File: src/rtl/mshr_update_sched_pkg.sv
// Shared MSHR types for the update-port scheduler: entry/index types, table size
// and request kinds.
package mshr_update_sched_pkg;

    localparam int MSHR_SIZE  = 8;
    localparam int MSHR_IDX_W = $clog2(MSHR_SIZE);
    localparam int MSHR_CNT_W = $clog2(MSHR_SIZE + 1);

    typedef logic [MSHR_IDX_W-1:0] mshr_idx_t;

    typedef struct packed {
        logic        valid;
        logic        dirty;
        logic [1:0]  state;
        logic [11:0] line_tag;
    } mshr_entry_t;

    typedef enum logic [1:0] {
        MSHR_REQ_ALLOC   = 2'b00,
        MSHR_REQ_UPDATE  = 2'b01,
        MSHR_REQ_DEALLOC = 2'b10,
        MSHR_REQ_ILLEGAL = 2'b11
    } mshr_req_kind_t;

    // Alloc always writes a live entry and dealloc always kills it.
    function automatic mshr_entry_t force_valid(input mshr_entry_t e, input mshr_req_kind_t k);
        mshr_entry_t r;
        r = e;
        if (k == MSHR_REQ_ALLOC)
            r.valid = 1'b1;
        else if (k == MSHR_REQ_DEALLOC)
            r.valid = 1'b0;
        return r;
    endfunction

endpackage

File: src/rtl/mshr_update_sched_if.sv
// Requester-side and MSHR update-port signals of the scheduler.
// master = requesters/MSHR environment, slave = the scheduler.
interface mshr_update_sched_if
    import mshr_update_sched_pkg::*;
#(
    parameter int NUM_REQ = 3
);
    logic [NUM_REQ-1:0] req_valid;
    mshr_req_kind_t     req_kind  [NUM_REQ];
    mshr_idx_t          req_index [NUM_REQ];
    mshr_entry_t        req_entry [NUM_REQ];
    logic [NUM_REQ-1:0] req_ready;
    mshr_idx_t          alloc_index;
    logic               mshr_full;
    logic               update_en;
    mshr_idx_t          update_index;
    mshr_entry_t        update_entry;

    modport master (
        output req_valid, req_kind, req_index, req_entry, mshr_full,
        input  req_ready, alloc_index, update_en, update_index, update_entry
    );

    modport slave (
        input  req_valid, req_kind, req_index, req_entry, mshr_full,
        output req_ready, alloc_index, update_en, update_index, update_entry
    );
endinterface

File: src/rtl/mshr_sched_rr_arbiter.sv
// Round-robin arbiter: one-hot grant among eligible requesters starting at rr_ptr;
// the pointer moves past the winner and holds when nothing is granted.
module mshr_sched_rr_arbiter #(
    parameter int N = 3
) (
    input  logic                 clk,
    input  logic                 reset,
    input  logic [N-1:0]         eligible,
    output logic [N-1:0]         grant,
    output logic [$clog2(N)-1:0] grant_id
);
    localparam int PTR_W = $clog2(N);

    logic [PTR_W-1:0] rr_ptr;

    always_comb begin
        int   idx;
        logic found;
        grant    = '0;
        grant_id = '0;
        found    = 1'b0;
        idx      = 0;
        for (int k = 0; k < N; k++) begin
            idx = int'(rr_ptr) + k;
            if (idx >= N)
                idx = idx - N;
            if (!found && eligible[idx]) begin
                found      = 1'b1;
                grant[idx] = 1'b1;
                grant_id   = PTR_W'(idx);
            end
        end
    end

    // NOTE: state registers use non-blocking assignments so every flop samples pre-edge values.
    always_ff @(posedge clk or posedge reset) begin
        if (reset)
            rr_ptr <= '0;
        else if (|grant)
            rr_ptr <= (grant_id == PTR_W'(N - 1)) ? '0 : grant_id + 1'b1;
    end
endmodule

File: src/rtl/priority_encoder_npu.sv
// LSB-first priority encoder: enc_index is the lowest set bit of in_vec.
module priority_encoder_npu #(
    parameter int WIDTH = 8
) (
    input  logic [WIDTH-1:0]         in_vec,
    output logic [$clog2(WIDTH)-1:0] enc_index,
    output logic                     valid
);
    localparam int IDX_W = $clog2(WIDTH);

    // NOTE: every output gets a default before the loop so no latch is inferred.
    always_comb begin
        enc_index = '0;
        valid     = 1'b0;
        for (int i = WIDTH - 1; i >= 0; i--) begin
            if (in_vec[i]) begin
                enc_index = IDX_W'(i);
                valid     = 1'b1;
            end
        end
    end
endmodule

File: src/rtl/mshr_update_sched.sv
// MSHR update-port scheduler: round-robin grant of alloc/update/dealloc, entry
// ownership via an occupancy bitmap, registered update triple. Optional checker: MSHR_SCHED_CHECK_EN.
module mshr_update_sched
    import mshr_update_sched_pkg::*;
#(
    parameter int NUM_REQ        = 3,
    parameter int ALLOC_COOLDOWN = 2
) (
    input  logic                  clk,
    input  logic                  reset,
    mshr_update_sched_if.slave    bus,
    output logic [MSHR_CNT_W-1:0] occupied_count,
    output logic                  protocol_error
);
    localparam int CD_W = $clog2(ALLOC_COOLDOWN + 2);

    logic [MSHR_SIZE-1:0]       occ;
    logic [CD_W-1:0]            cooldown;
    mshr_idx_t                  free_idx;
    logic                       free_avail;
    logic                       alloc_ok;
    logic [NUM_REQ-1:0]         eligible;
    logic [NUM_REQ-1:0]         grant;
    logic [$clog2(NUM_REQ)-1:0] grant_id;
    logic                       any_grant;
    logic                       alloc_grant;
    mshr_req_kind_t             g_kind;
    mshr_idx_t                  g_index;
    mshr_idx_t                  tgt_idx;

    priority_encoder_npu #(.WIDTH(MSHR_SIZE)) u_free (
        .in_vec    (~occ),
        .enc_index (free_idx),
        .valid     (free_avail)
    );

    // A stalled alloc simply drops out of the eligible set, so it never holds the rr slot.
    assign alloc_ok = free_avail & ~bus.mshr_full & (cooldown == '0);

    always_comb begin
        eligible = '0;
        for (int i = 0; i < NUM_REQ; i++)
            eligible[i] = ~reset & bus.req_valid[i]
                        & (bus.req_kind[i] != MSHR_REQ_ILLEGAL)
                        & ((bus.req_kind[i] != MSHR_REQ_ALLOC) | alloc_ok);
    end

    mshr_sched_rr_arbiter #(.N(NUM_REQ)) u_arb (
        .clk      (clk),
        .reset    (reset),
        .eligible (eligible),
        .grant    (grant),
        .grant_id (grant_id)
    );

    assign bus.req_ready   = grant;
    assign bus.alloc_index = free_idx;
    assign any_grant       = |grant;
    assign g_kind          = bus.req_kind[grant_id];
    assign g_index         = bus.req_index[grant_id];
    assign alloc_grant     = any_grant & (g_kind == MSHR_REQ_ALLOC);
    assign tgt_idx         = alloc_grant ? free_idx : g_index;
    assign occupied_count  = MSHR_CNT_W'($countones(occ));

    always_ff @(posedge clk or posedge reset) begin
        if (reset) begin
            occ              <= '0;
            cooldown         <= '0;
            bus.update_en    <= 1'b0;
            bus.update_index <= '0;
            bus.update_entry <= '0;
        end else begin
            bus.update_en <= any_grant;
            if (any_grant) begin
                bus.update_index <= tgt_idx;
                bus.update_entry <= force_valid(bus.req_entry[grant_id], g_kind);
            end
            if (alloc_grant)
                occ[free_idx] <= 1'b1;
            else if (any_grant && g_kind == MSHR_REQ_DEALLOC)
                occ[g_index] <= 1'b0;
            if (alloc_grant)
                cooldown <= CD_W'(ALLOC_COOLDOWN);
            else if (cooldown != '0)
                cooldown <= cooldown - 1'b1;
        end
    end

`ifdef MSHR_SCHED_CHECK_EN
    logic illegal_seen;
    logic err_set;

    always_comb begin
        illegal_seen = 1'b0;
        for (int i = 0; i < NUM_REQ; i++)
            if (bus.req_valid[i] && bus.req_kind[i] == MSHR_REQ_ILLEGAL)
                illegal_seen = 1'b1;
    end

    assign err_set = illegal_seen
                   | (any_grant & ~alloc_grant & ~occ[g_index])
                   | (alloc_grant & ~free_avail);

    always_ff @(posedge clk or posedge reset) begin
        if (reset)
            protocol_error <= 1'b0;
        else if (err_set)
            protocol_error <= 1'b1;
    end

`ifdef SIMULATION
    always_ff @(posedge clk) begin
        if (!reset && err_set)
            $error("mshr_update_sched: protocol error");
    end
`endif
`else
    assign protocol_error = 1'b0;
`endif

endmodule
File: src/flat_wrapper.sv
// flat-port wrapper written by rule: the top's interface ports become plain ports
module mshr_update_sched_flat import mshr_update_sched_pkg::*;
#(
    parameter int NUM_REQ        = 3,
    parameter int ALLOC_COOLDOWN = 2
)
  (clk, reset, occupied_count, protocol_error, bus_req_valid, bus_req_kind, bus_req_index, bus_req_entry, bus_mshr_full, bus_req_ready, bus_alloc_index, bus_update_en, bus_update_index, bus_update_entry);
  mshr_update_sched_if #(.NUM_REQ(NUM_REQ)) bus_i ();
  input  logic clk;
  input  logic reset;
  output logic [MSHR_CNT_W-1:0] occupied_count;
  output logic protocol_error;
  input wire logic [$bits(bus_i.req_valid)-1:0] bus_req_valid;
  input wire logic [$bits(bus_i.req_kind)-1:0] bus_req_kind;
  input wire logic [$bits(bus_i.req_index)-1:0] bus_req_index;
  input wire logic [$bits(bus_i.req_entry)-1:0] bus_req_entry;
  input wire logic [$bits(bus_i.mshr_full)-1:0] bus_mshr_full;
  output wire logic [$bits(bus_i.req_ready)-1:0] bus_req_ready;
  output wire logic [$bits(bus_i.alloc_index)-1:0] bus_alloc_index;
  output wire logic [$bits(bus_i.update_en)-1:0] bus_update_en;
  output wire logic [$bits(bus_i.update_index)-1:0] bus_update_index;
  output wire logic [$bits(bus_i.update_entry)-1:0] bus_update_entry;
  assign bus_i.req_valid = bus_req_valid;
  assign bus_i.req_kind = {>>{bus_req_kind}};
  assign bus_i.req_index = {>>{bus_req_index}};
  assign bus_i.req_entry = {>>{bus_req_entry}};
  assign bus_i.mshr_full = bus_mshr_full;
  assign bus_req_ready = bus_i.req_ready;
  assign bus_alloc_index = bus_i.alloc_index;
  assign bus_update_en = bus_i.update_en;
  assign bus_update_index = bus_i.update_index;
  assign bus_update_entry = bus_i.update_entry;
  mshr_update_sched #(.NUM_REQ(NUM_REQ), .ALLOC_COOLDOWN(ALLOC_COOLDOWN)) u_core (.clk(clk), .reset(reset), .bus(bus_i), .occupied_count(occupied_count), .protocol_error(protocol_error));
endmodule
File: config.mk
export PLATFORM = sky130hd
export DESIGN_NAME = mshr_update_sched_flat
export DESIGN_NICKNAME = d
export VERILOG_FILES = /design/src/rtl/mshr_update_sched_pkg.sv /design/src/rtl/mshr_update_sched_if.sv /design/src/rtl/mshr_sched_rr_arbiter.sv /design/src/rtl/priority_encoder_npu.sv /design/src/rtl/mshr_update_sched.sv /design/src/flat_wrapper.sv
export SDC_FILE = /design/constraint.sdc
export NUM_CORES = 1
export LEC_CHECK = 0
export BUFFER_PORTS_ARGS = -buffer_cell sky130_fd_sc_hd__buf_2
export CORE_ASPECT_RATIO = 1.1
export CORE_MARGIN = 4
export CORE_UTILIZATION = 44
export CTS_CLUSTER_DIAMETER = 200
export DETAILED_ROUTE_END_ITERATION = 10
export GPL_ROUTABILITY_DRIVEN = 0
export GPL_TIMING_DRIVEN = 0
export HOLD_SLACK_MARGIN = 0.1
export MAX_ROUTING_LAYER = met4
export PLACE_DENSITY = 0.79
export SLEW_MARGIN = 20
export SYNTH_ARGS = -nofsm -noshare
export SYNTH_HDL_FRONTEND = slang
export SYNTH_SLANG_ARGS = --single-unit
File: constraint.sdc
create_clock -name clk -period 3.1 [get_ports clk]
set_clock_uncertainty 0.15 [all_clocks]
set_input_delay 0.62 -clock clk [delete_from_list [all_inputs] [get_ports clk]]
set_output_delay 0.62 -clock clk [all_outputs]
set_load 0.05 [all_outputs]
==> impl_metrics.ini <==
[outcome]
status = complete, but fails checks
violations = setup timing

[final_layout]
diodes = 0
drive_gt1_share_pct = 54.48
area_growth_pct = 61.08
multiInputGateArea_sq_um = 1867
final_nets = 521
fin_util_pct = 73.71
fillers = 354
regArea_sq_um = 802.0

[critical_path]
path_max_fanout = 3
crit_type = flop to primary output
worst_ep_arrival_time_ns = 2.80
crit_path_start_kind = flop
critPathCaptureType = primary output
critPathRequiredTime_ns = 2.33

[yosys]
avgSynthCellArea_sq_um = 8.658
synth_area_sq_um = 2485
synth_top_area_share_pct = 32.23
synth_ff_type = dfrtp_1
synth-seq-cells = 32
yosys.area.top_type = dfrtp_1
ys_warn_count = 0
ys_async_sr_fraction_pct = 100.0
synth_cell_types = 56
synth_area_leaders = dfrtp_1, ha_1, a31oi_1
synth_nets = 374
seq_area_frac_synth_pct = 32.23
synth_edf_count = 0
synthCells = 287

[global_route]
grt_overflow = 0
grt_pass1_wl_um = 12680
grt_max_degree = 18
grt_antenna_before_repair = 0
first_global_vias = 2651
grt_use_total_pct = 23.89

[timing]
final_hold_viol_count = 0
timing.final.crit_share_pct = 115.2
period_needed_ns = 3.571
relSlewSlack_pct = 46.42
max_freq_mhz = 280.0
setup_violations = 20
grt_setup_unrepaired = yes
fin_tns_setup_ns = -4.115
worstMarginPinSlew_ns = 0.7994
maxSlewViolCount = 0
finalWorstSetupSlack_ns = -0.4708

[cts]
clk_pin_slew_ns = 0.07
cts_tree = done
cts_root_buf = clkbuf_8
clk_latency_ns = 0.28
cts_max_level = 2
numCtsBuffers = 5
clock_sinks = 32
clockBufferDepth = 2

[die]
die_y_um = 86.82
initial_utilization_pct = 45.76
die_area_sq_um = 6915
num_io_pins = 100
core-area_sq_um = 5430
num_rows = 28
fp.dieW_um = 79.65

[min_path]
hp-class = primary input to async pin

[route]
drt-pass1-iter-count = 5
ant_nets = 0
wl_per_cell_um = 17.09
wirelength_um = 8718
vias = 2877
routed_via_density = 5.641
drc = 0
drtIter0Drc = 151

[place]
io_buffer_count = 98
hpwl_um = 5656

[run]
cap_viol_max_count = 0
state kept, by name, indices dropped and copies added (netlist names):
signal / flops
u_core.occ: 8
u_core.bus.update_en: 1
u_core.bus.update_index: 3
u_core.cooldown: 2
u_core.bus.update_entry: 16
u_core.u_arb.rr_ptr: 2
cell type report:
class	count	share of cell area, %
Multi-Input combinational cell	217	46.64
Inverter	23	2.313
Sequential cell	32	20.04
Clock inverter	3	0.4689
Timing Repair Buffer	140	22.85
Tap cell	75	2.344
Clock buffer	5	1.719
Buffer	14	3.501
Timing Repair inverter	1	0.1250
cell families (layout without fill, tap and decap cells):
| family | Yosys count | after routing | share of synthesized area (%) |
|---|---|---|---|
| other | 1 | 1 | 0.1509 |
| AND/OR/NAND/NOR | 96 | 96 | 17.62 |
| flip-flops | 32 | 32 | 32.23 |
| XOR/XNOR | 3 | 3 | 1.058 |
| buffers and inverters | 38 | 186 | 6.596 |
| AO/OA/AOI/OAI | 93 | 93 | 29.21 |
| multiplexers | 6 | 6 | 2.870 |
| adder cells (fa/ha/maj) | 18 | 18 | 10.27 |
cells in the final DEF (no fill, tap or decap), types with 3 or more instances in the layout:
cell type | Yosys | final
clkbuf_8 | 0 | 6
a2111oi_4 | 2 | 3
inv_1 | 23 | 16
nand3_1 | 8 | 4
buf_4 | 2 | 34
dfrtp_1 | 32 | 31
nor3_1 | 3 | 3
o31a_1 | 3 | 3
nand2_2 | 0 | 7
o21ai_2 | 0 | 3
a21oi_1 | 11 | 8
ha_1 | 14 | 10
o21ai_1 | 1 | 4
buf_8 | 0 | 4
buf_6 | 1 | 18
nand3_2 | 0 | 3
buf_2 | 5 | 92
a31oi_1 | 23 | 22
nor2_1 | 31 | 29
nand2_1 | 35 | 26
xor2_1 | 3 | 3
inv_2 | 0 | 5
a21oi_4 | 0 | 3
o21ai_0 | 10 | 4
nor2_4 | 1 | 4
a22oi_1 | 16 | 15
worst max-delay path, cell delays in order (launching register included):
cell and delay [ns]:
dfrtp_1 0.40, buf_4 0.16, ha_4 0.21, fa_2 0.38, inv_2 0.06, fa_1 0.45
ha_4 0.18, fa_2 0.53, buf_8 0.14
synth_stat cells (4+ instances only):
master	instances
nand2_1	35
dfrtp_1	32
nor2_1	31
a31oi_1	23
inv_1	23
a22oi_1	16
ha_1	14
a21oi_1	11
o21ai_0	10
nand3_1	8
clkbuf_1	7
buf_2	5
a22o_1	4
fa_1	4
final timing paths:
check	startpoint	slack, ns	to	depth (start not counted)
min	reset	0.32	u_core.occ[4]	3
min in group clk	u_core.bus.update_index[1]	0.38	u_core.bus.update_index[1]	2
max	u_core.occ[6]	-0.47	occupied_count[2]	8
max in group asynchronous	reset	2.04	u_core.bus.update_entry[0]	2
min reg2reg	u_core.bus.update_index[1]	0.38	u_core.bus.update_index[1]	2
max reg2reg	u_core.occ[7]	-0.26	u_core.bus.update_index[0]	13
routing by layer:
layer	GRT usage, %	up-vias	part of all wire, %
met5	-	-	0
met4	7.031	0	2.2
met3	4.366	20	6.7
met2	41.61	135	52
met1	27.98	1379	40
li1	-	1343	-
through the flow:
step	hold WS, ns	cell area [sq um]	worst slack [ns]	std cells
2_1_floorplan	0.3829	2516	-0.3089	287
3_3_place_gp	0.3178	3100	-0.9434	460
3_5_place_dp	0.3259	3100	-1.009	460
4_1_cts	0.3137	3590	-0.4860	490
5_1_grt	0.3497	4003	-0.5615	510
6_report	0.3219	4003	-0.4708	510
repair_timing:
| action | 4_1_cts | 5_1_grt |
|---|---|---|
| gates resized for setup | 58 | 65 |
| pin swaps | 16 | 40 |
| cloned | 1 | 2 |
| buffers inserted | 22 | 19 |
| hold buffers | 0 | 0 |
| endpoints found under the setup margin | 38 | 37 |
Power is left out: the tool's default activity adds up to more than one toggle a clock period on the data nets, which glitch-free logic cannot reach.
